### config.mk
export PLATFORM = sky130hd
export DESIGN_NAME = fifo_word_packer_flat
export DESIGN_NICKNAME = d
export VERILOG_FILES = /design/src/rtl/fifo_word_packer_if.sv /design/src/rtl/fifo_word_packer.sv /design/src/flat_wrapper.sv
export SDC_FILE = /design/constraint.sdc
export NUM_CORES = 1
export LEC_CHECK = 0
export CAP_MARGIN = 40
export CORE_MARGIN = 2
export CORE_UTILIZATION = 40
export DETAILED_ROUTE_END_ITERATION = 10
export GPL_TIMING_DRIVEN = 0
export HOLD_SLACK_MARGIN = 0.12
export PLACE_DENSITY = 0.72
export SYNTH_ARGS = -nofsm -noshare
export SYNTH_HDL_FRONTEND = slang
export SYNTH_SLANG_ARGS = --single-unit
### constraint.sdc
create_clock -name clk -period 2.4 [get_ports clk]
set_input_delay 0.24 -clock clk [delete_from_list [all_inputs] [get_ports clk]]
set_output_delay 0.24 -clock clk [all_outputs]
set_load 0.01 [all_outputs]
### src/rtl/fifo_word_packer_if.sv
`default_nettype none
// ============================================================================
// Module      : fifo_word_packer_if
// Description : FIFO read port, flush request and packed output stream of
//               fifo_word_packer, grouped for the packer and its peers.
// Revision    : 1.0 - initial release
// ============================================================================
interface fifo_word_packer_if #(
    parameter int WIDTH = 8,
    parameter int RATIO = 4
) ();
    logic                     fifo_rd_en;
    logic [WIDTH-1:0]         fifo_rd_data;
    logic                     fifo_empty;
    logic                     flush;
    logic                     out_valid;
    logic                     out_ready;
    logic [WIDTH*RATIO-1:0]   out_data;
    logic [RATIO-1:0]         out_keep;
    logic                     out_last;

    // The packer side
    modport master (
        output fifo_rd_en,
        input  fifo_rd_data,
        input  fifo_empty,
        input  flush,
        output out_valid,
        input  out_ready,
        output out_data,
        output out_keep,
        output out_last
    );

    // The FIFO / downstream side
    modport slave (
        input  fifo_rd_en,
        output fifo_rd_data,
        output fifo_empty,
        output flush,
        input  out_valid,
        output out_ready,
        input  out_data,
        input  out_keep,
        input  out_last
    );
endinterface
`default_nettype wire

### src/rtl/fifo_word_packer.sv
`default_nettype none
// ============================================================================
// Module      : fifo_word_packer
// Description : Pops WIDTH-bit words from a synchronous FIFO, packs RATIO of
//               them into one beat behind a one-beat valid/ready register;
//               flush closes a partial beat with keep mask and last.
// Revision    : 1.0 - initial release
// ============================================================================
module fifo_word_packer #(
    parameter int WIDTH = 8,
    parameter int RATIO = 4
) (
    input  wire logic             clk,
    input  wire logic             rst,
    fifo_word_packer_if.master    bus
);
    localparam int c_cnt_w = $clog2(RATIO + 1);
    localparam logic [c_cnt_w-1:0] c_ratio_cnt = c_cnt_w'(RATIO);
    localparam logic [c_cnt_w:0]   c_ratio_ext = (c_cnt_w + 1)'(RATIO);

    localparam logic [1:0] c_st_fill       = 2'd0;
    localparam logic [1:0] c_st_flush_wait = 2'd1;
    localparam logic [1:0] c_st_flush_emit = 2'd2;

    logic [1:0]               r_state;
    logic [1:0]               w_state_next;
    logic [c_cnt_w-1:0]       r_cnt;
    logic [c_cnt_w-1:0]       w_cnt_cap;
    logic                     r_inflight;
    logic [c_cnt_w:0]         w_sum;
    logic [WIDTH*RATIO-1:0]   r_acc;
    logic [WIDTH*RATIO-1:0]   w_acc_cap;
    logic [WIDTH*RATIO-1:0]   w_part_data;
    logic [RATIO-1:0]         w_part_keep;
    logic                     w_free;
    logic                     w_full;
    logic                     w_rd_en;
    logic                     w_load_full;
    logic                     w_load_part;
    logic                     w_last_full;

    logic                     r_out_valid;
    logic [WIDTH*RATIO-1:0]   r_out_data;
    logic [RATIO-1:0]         r_out_keep;
    logic                     r_out_last;

    // w_cnt_cap is the word count once any in-flight word lands this edge
    assign w_sum     = {1'b0, r_cnt} + {{c_cnt_w{1'b0}}, r_inflight};
    assign w_cnt_cap = r_cnt + {{(c_cnt_w-1){1'b0}}, r_inflight};
    assign w_full    = (w_cnt_cap == c_ratio_cnt);
    assign w_free    = !r_out_valid || bus.out_ready;

    generate
        for (genvar i = 0; i < RATIO; i++) begin : g_lane
            localparam logic [c_cnt_w-1:0] c_idx = c_cnt_w'(i);
            assign w_acc_cap[i*WIDTH +: WIDTH] = (r_inflight && (r_cnt == c_idx))
                                               ? bus.fifo_rd_data
                                               : r_acc[i*WIDTH +: WIDTH];
            assign w_part_keep[i] = (c_idx < r_cnt);
            assign w_part_data[i*WIDTH +: WIDTH] = w_part_keep[i]
                                                 ? r_acc[i*WIDTH +: WIDTH]
                                                 : {WIDTH{1'b0}};
        end
    endgenerate

    always_ff @(posedge clk) begin
        if (rst) begin
            r_state <= c_st_fill;
        end else begin
            r_state <= w_state_next;
        end
    end

    always_comb begin
        w_state_next = r_state;
        case (r_state)
            c_st_fill: begin
                if (bus.flush) begin
                    w_state_next = c_st_flush_wait;
                end
            end
            // No pops here, so any in-flight word retires at this very edge
            c_st_flush_wait: begin
                w_state_next = c_st_flush_emit;
            end
            c_st_flush_emit: begin
                if ((r_cnt == '0) || w_free) begin
                    w_state_next = c_st_fill;
                end
            end
            default: begin
                w_state_next = c_st_fill;
            end
        endcase
    end

    always_comb begin
        w_rd_en     = !rst && !bus.fifo_empty && (r_state == c_st_fill)
                      && (w_sum < c_ratio_ext);
        w_load_full = w_full && w_free;
        // A full beat loaded while a flush is open is the last of the data
        w_last_full = (r_state != c_st_fill) || bus.flush;
        w_load_part = (r_state == c_st_flush_emit) && (r_cnt != '0)
                      && !w_full && w_free;
    end

    always_ff @(posedge clk) begin
        if (rst) begin
            r_cnt       <= '0;
            r_inflight  <= 1'b0;
            r_acc       <= '0;
            r_out_valid <= 1'b0;
            r_out_data  <= '0;
            r_out_keep  <= '0;
            r_out_last  <= 1'b0;
        end else begin
            r_inflight <= w_rd_en;
            r_acc      <= w_acc_cap;
            if (w_load_full || w_load_part) begin
                r_cnt <= '0;
            end else begin
                r_cnt <= w_cnt_cap;
            end

            if (w_load_full) begin
                r_out_valid <= 1'b1;
                r_out_data  <= w_acc_cap;
                r_out_keep  <= '1;
                r_out_last  <= w_last_full;
            end else if (w_load_part) begin
                r_out_valid <= 1'b1;
                r_out_data  <= w_part_data;
                r_out_keep  <= w_part_keep;
                r_out_last  <= 1'b1;
            end else if (bus.out_ready) begin
                r_out_valid <= 1'b0;
            end
        end
    end

    assign bus.fifo_rd_en = w_rd_en;
    assign bus.out_valid  = r_out_valid;
    assign bus.out_data   = r_out_data;
    assign bus.out_keep   = r_out_keep;
    assign bus.out_last   = r_out_last;

endmodule
`default_nettype wire
### src/flat_wrapper.sv
// flat-port wrapper written by rule: the top's interface ports become plain ports
module fifo_word_packer_flat 
#(
    parameter int WIDTH = 8,
    parameter int RATIO = 4
)
  (clk, rst, bus_fifo_rd_en, bus_fifo_rd_data, bus_fifo_empty, bus_flush, bus_out_valid, bus_out_ready, bus_out_data, bus_out_keep, bus_out_last);
  fifo_word_packer_if #(.WIDTH(WIDTH), .RATIO(RATIO)) bus_i ();
  input  wire logic clk;
  input  wire logic rst;
  output wire logic [$bits(bus_i.fifo_rd_en)-1:0] bus_fifo_rd_en;
  input wire logic [$bits(bus_i.fifo_rd_data)-1:0] bus_fifo_rd_data;
  input wire logic [$bits(bus_i.fifo_empty)-1:0] bus_fifo_empty;
  input wire logic [$bits(bus_i.flush)-1:0] bus_flush;
  output wire logic [$bits(bus_i.out_valid)-1:0] bus_out_valid;
  input wire logic [$bits(bus_i.out_ready)-1:0] bus_out_ready;
  output wire logic [$bits(bus_i.out_data)-1:0] bus_out_data;
  output wire logic [$bits(bus_i.out_keep)-1:0] bus_out_keep;
  output wire logic [$bits(bus_i.out_last)-1:0] bus_out_last;
  assign bus_fifo_rd_en = bus_i.fifo_rd_en;
  assign bus_i.fifo_rd_data = bus_fifo_rd_data;
  assign bus_i.fifo_empty = bus_fifo_empty;
  assign bus_i.flush = bus_flush;
  assign bus_out_valid = bus_i.out_valid;
  assign bus_i.out_ready = bus_out_ready;
  assign bus_out_data = bus_i.out_data;
  assign bus_out_keep = bus_i.out_keep;
  assign bus_out_last = bus_i.out_last;
  fifo_word_packer #(.WIDTH(WIDTH), .RATIO(RATIO)) u_core (.clk(clk), .rst(rst), .bus(bus_i));
endmodule
==> impl_table.tex, run 1 <==
\begin{tabular}{lr}
\hline
Metric & Value \\
\hline
\multicolumn{2}{l}{\textbf{Die}} \\
\quad Full die area & roughly 8200 um2 \\
\quad Die width & roughly 90 um \\
\quad Core area & about 7300 um2 \\
\quad Initial standard-cell utilization of the core & roughly 41\% \\
\quad Height of the die & about 90 um \\
\quad Number of primary I/O pins & 52 \\
\quad Number of rows in the core area & 31 \\
\multicolumn{2}{l}{\textbf{Setup path}} \\
\quad Kind of critical path & reg2reg \\
\quad Category of the worst setup path launch point & flop \\
\quad Slowest cell on crit path & dfxtp\_4 \\
\quad Arrival time at the worst endpoint & approximately 2600 ps \\
\quad Required time reported for the critical path endpoint & 2690 ps \\
\quad Capturing element type of the critical path & flop \\
\quad Most repeated library cell on the critical path & ha\_2 \\
\quad Highest cell delay on the worst timing path & between 300 and 400 ps \\
\quad Cell class contributing the biggest share of worst-path delay & simple AND/OR/NAND/NOR gates \\
\quad Worst Path Max Fanout & 10 \\
\quad Cell breakdown of the critical path & ha\_2 -> ha\_2 -> or2\_4 -> or3\_4 -> buf\_6 -> o21ai\_4 -> a22oi\_1 -> o21ai\_1 \\
\quad Bufs and invs on worst path & 1 \\
\multicolumn{2}{l}{\textbf{Cells and area}} \\
\quad N\_diodes & 0 \\
\quad Filler cell count & 663 \\
\quad Final standard cell count with taps included and fillers excluded & slightly below 500 \\
\quad Final non-filler cell area & between 3000 and 4000 um2 \\
\quad Layout overhead on the synthesized area & 30.8\% \\
\quad Final layout net count & about 410 \\
\quad Fraction of layout instances using a drive strength above 1 & 10.9\% \\
\multicolumn{2}{l}{\textbf{Route}} \\
\quad Initial detailed-routing violation count & 147 \\
\quad Router iterations before antenna repair & 4 \\
\quad Count of antenna-violating nets left after detailed routing & 0 \\
\quad Vias per cell & 5.22 \\
\quad Vias after detailed routing & between 2,000 and 3,000 \\
\quad Average detailed-routed wire length per instance & between 10 and 15 um \\
\quad Post-detailed-routing wire length & between 7 and 8 mm \\
\quad DRC errors left & 0 \\
\multicolumn{2}{l}{\textbf{Clock network}} \\
\quad Number of hold buffers added after cts & 0 \\
\quad Number of buffers created by CTS & 9 \\
\quad Number of clock sinks seen by CTS & 76 \\
\quad Number of H-tree branching levels & 3 \\
\quad Clk root buf & clkbuf\_8 \\
\quad Clk\_lat worst skew & $\sim$350 ps \\
\quad Worst-path clk slew & 80 ps \\
\quad TritonCTS clock tree & yes \\
\quad Number of buffers between clock root and the deepest sink & 2 \\
\multicolumn{2}{l}{\textbf{Global routing}} \\
\quad Pin count of the biggest net entering global routing & 14 \\
\quad Global routing usage summed across all routing layers & approximately a fifth \\
\quad Met1 Use GR & approximately a quarter \\
\quad Via count of the first global-routing pass & $\sim$2,400 \\
\quad First-pass GRT wire length & 12.2 mm \\
\quad Gr busiest metal & met2 \\
\quad GR Util met3 & 3.42\% \\
\quad Antenna violations before repair & 0 \\
\quad Met2 track demand over resource & 28.8\% \\
\quad Global-route congestion overflow total & 0 \\
\multicolumn{2}{l}{\textbf{Synthesis}} \\
\quad Top-area cell type share of the netlist area & just over 50\% \\
\quad Number of enable flip-flop cells after synthesis & 0 \\
\quad Flip-flop cell with the highest count after synthesis & dfxtp\_1 \\
\quad Async set-reset flop share out of synthesis & 0\% \\
\quad Cell type contributing the most total cell area after synthesis & dfxtp\_1 \\
\quad Total of warnings raised by yosys & 0 \\
\quad Syn Inst Count & 328 \\
\quad Count of distinct cell types in the synthesized netlist & 39 \\
\quad Most frequent cell after synthesis & dfxtp\_1 \\
\quad Mean instance size in the synthesized netlist & $\sim$9.1 um2 \\
\quad Top post-synthesis cells by count & dfxtp\_1, nand2\_1, mux2i\_1, nor2\_1, a21oi\_1 \\
\quad Post-Syn Area & roughly 3000 um2 \\
\quad Nets in the synthesized netlist & 343 \\
\quad Seq/Total Area, Yosys & 50.7\% \\
\quad Main area contributors after synthesis & dfxtp\_1, mux2i\_1, nand2\_1, a22oi\_1, a21oi\_1 \\
\quad Count of state elements after synthesis & 76 \\
\multicolumn{2}{l}{\textbf{Timing}} \\
\quad Time the worst path needs with I/O delays and setup & roughly 2300 ps \\
\quad Period utilization & between 90\% and 100\% \\
\quad Worst slew margin relative to its limit & a little under two fifths \\
\quad Top achievable clock speed & between 400 and 500 MHz \\
\quad Setup violators final & 0 \\
\quad Fin. max-slew vios & 0 \\
\quad Sum of negative setup slack & 0 ps \\
\quad Final worst slack & roughly 120 ps \\
\quad Clk\_skew & between 4 and 5 ps \\
\quad Worst Tran Pin Value & around 930 ps \\
\quad Number of hold violations in the final report & 0 \\
\quad Final hold slack & between 400 and 500 ps \\
\multicolumn{2}{l}{\textbf{Pwr}} \\
\quad Clock network fraction of design power & between 40 and 50\% \\
\quad P\_int & a little under 0.002 W \\
\quad Peak supply drop & 0.358 mV \\
\quad Sequential cell fraction of total power & between 50\% and 60\% \\
\quad Leak Pwr & 1.32 nW \\
\quad Power density over the cells & 651 nW/um2 \\
\quad Fraction of power consumed by combinational cells & 5.7\% \\
\quad Share of total power consumed by net switching & 22.8\% \\
\quad Switching power total & around 0.00058 W \\
\multicolumn{2}{l}{\textbf{Place}} \\
\quad Final GP Congestion & $\sim$0.85 \\
\quad Setup Slack @ Placement & -108 ps \\
\quad Placed Instance Area & 3620 um2 \\
\quad Placed Cells incl. Taps & $\sim$480 \\
\quad \# port buffers & 50 \\
\quad DPL Wire Length & roughly 5.0 mm \\
\multicolumn{2}{l}{\textbf{Hold path}} \\
\quad Worst hold path class & reg2reg \\
\multicolumn{2}{l}{\textbf{Run}} \\
\quad Max-cap check violation count & 0 \\
\multicolumn{2}{l}{\textbf{Status}} \\
\quad Run status & complete, no violations \\
\hline
\end{tabular}
==> flip-flops by register name, indices dropped and copies added, names as in the netlist <==
signal	count
u_core.r_state	2
u_core.r_inflight	1
u_core.bus.out_last	1
u_core.r_cnt	3
u_core.bus.out_data	32
u_core.bus.out_valid	1
u_core.r_acc	32
u_core.bus.out_keep	4
==> through the flow <==
step,total power (W),utilization [%]
2_1_floorplan,0.00139,-
3_3_place_gp,0.00145,50.0
3_5_place_dp,0.00146,50.0
4_1_cts,0.00256,53.3
5_1_grt,0.00264,54.1
6_report,0.00255,54.1
==> worst paths after layout <==
path / start / end / slack, ps / cells after the start
worst max-delay path: u_core.r_cnt[0] / u_core.bus.out_data[1] / 120 / 8
worst min register to register: u_core.bus.out_data[0] / u_core.bus.out_data[0] / 450 / 2
worst min-delay path: u_core.bus.out_data[0] / u_core.bus.out_data[0] / 450 / 2
worst max register to register: u_core.r_cnt[0] / u_core.bus.out_data[1] / 120 / 8
==> tightest hold or removal path: stages, from the launching register on <==
cell and delay, ps:
dfxtp_1 310, nand2_1 50, o21ai_1 50
==> cell families after synthesis <==
kind of cell	synth area share [%]
compound gates	18.0
fa+ha+maj	0.834
simple gates	19.0
flops	50.7
xor+xnor	0.542
buf+inv	2.84
mux	8.01
==> cells in the final DEF, fill, tap and decap left out, types with 5 or more instances in the layout <==
| master | Yosys | layout |
|---|---|---|
| a21oi_1 | 20 | 19 |
| clkdlybuf4s50_1 | 0 | 50 |
| o21ai_1 | 17 | 17 |
| buf_2 | 5 | 5 |
| nor2_1 | 24 | 24 |
| o21ai_0 | 17 | 17 |
| dfxtp_1 | 76 | 75 |
| clkbuf_1 | 10 | 8 |
| mux2i_1 | 24 | 24 |
| clkbuf_8 | 0 | 11 |
| a22oi_1 | 16 | 15 |
| a22o_1 | 9 | 9 |
| nand2_1 | 64 | 64 |
| nand3_1 | 8 | 8 |
==> metal layers <==
layer	wire length [um]	vias up
li1	-	1278
met1	3520	1200
met2	3230	87
met3	418	12
met4	134	0
met5	0	-
==> layout make-up <==
type	instances	area, um2	area share (%)
Sequential cell	76	1530	38.9
Multi-Input combinational cell	234	1430	36.4
Clock buffer	11	151	3.86
Tap cell	99	124	3.16
Inverter	1	3.75	0.0957
Timing Repair Buffer	52	528	13.5
Buffer	16	78.8	2.01
Clock inverter	5	83.8	2.14
==> power groups by stage <==
stage	combinational (W)	sequential (W)	clock, W
final	0.000145	0.00129	0.00112
after floorplan	0.0000781	0.00131	0
after global placement	0.000137	0.00132	0
after detailed placement	0.000140	0.00132	0
after global routing	0.000159	0.00129	0.00119
after CTS	0.000140	0.00129	0.00114
==> timing repair <==
| item | in CTS | in global routing |
|---|---|---|
| pin swaps | 1 | 4 |
| hold endpoints to repair | 0 | 0 |
| resized for setup | 2 | 10 |
| setup buffers | 0 | 2 |
| endpoints found under the setup margin | 31 | 32 |
| cloned | 0 | 0 |
No activity file was read; power rests on OpenSTA's default activity.
==> run 2: changes to the inputs <==
--- a/config.mk
+++ b/config.mk
@@ -5,7 +5,6 @@
 export SDC_FILE = /design/constraint.sdc
 export NUM_CORES = 1
 export LEC_CHECK = 0
-export CAP_MARGIN = 40
 export CORE_MARGIN = 2
 export CORE_UTILIZATION = 40
 export DETAILED_ROUTE_END_ITERATION = 10
==> results of run 2 <==
No change in the layout: final DEF, timing and power equal those of run 1.
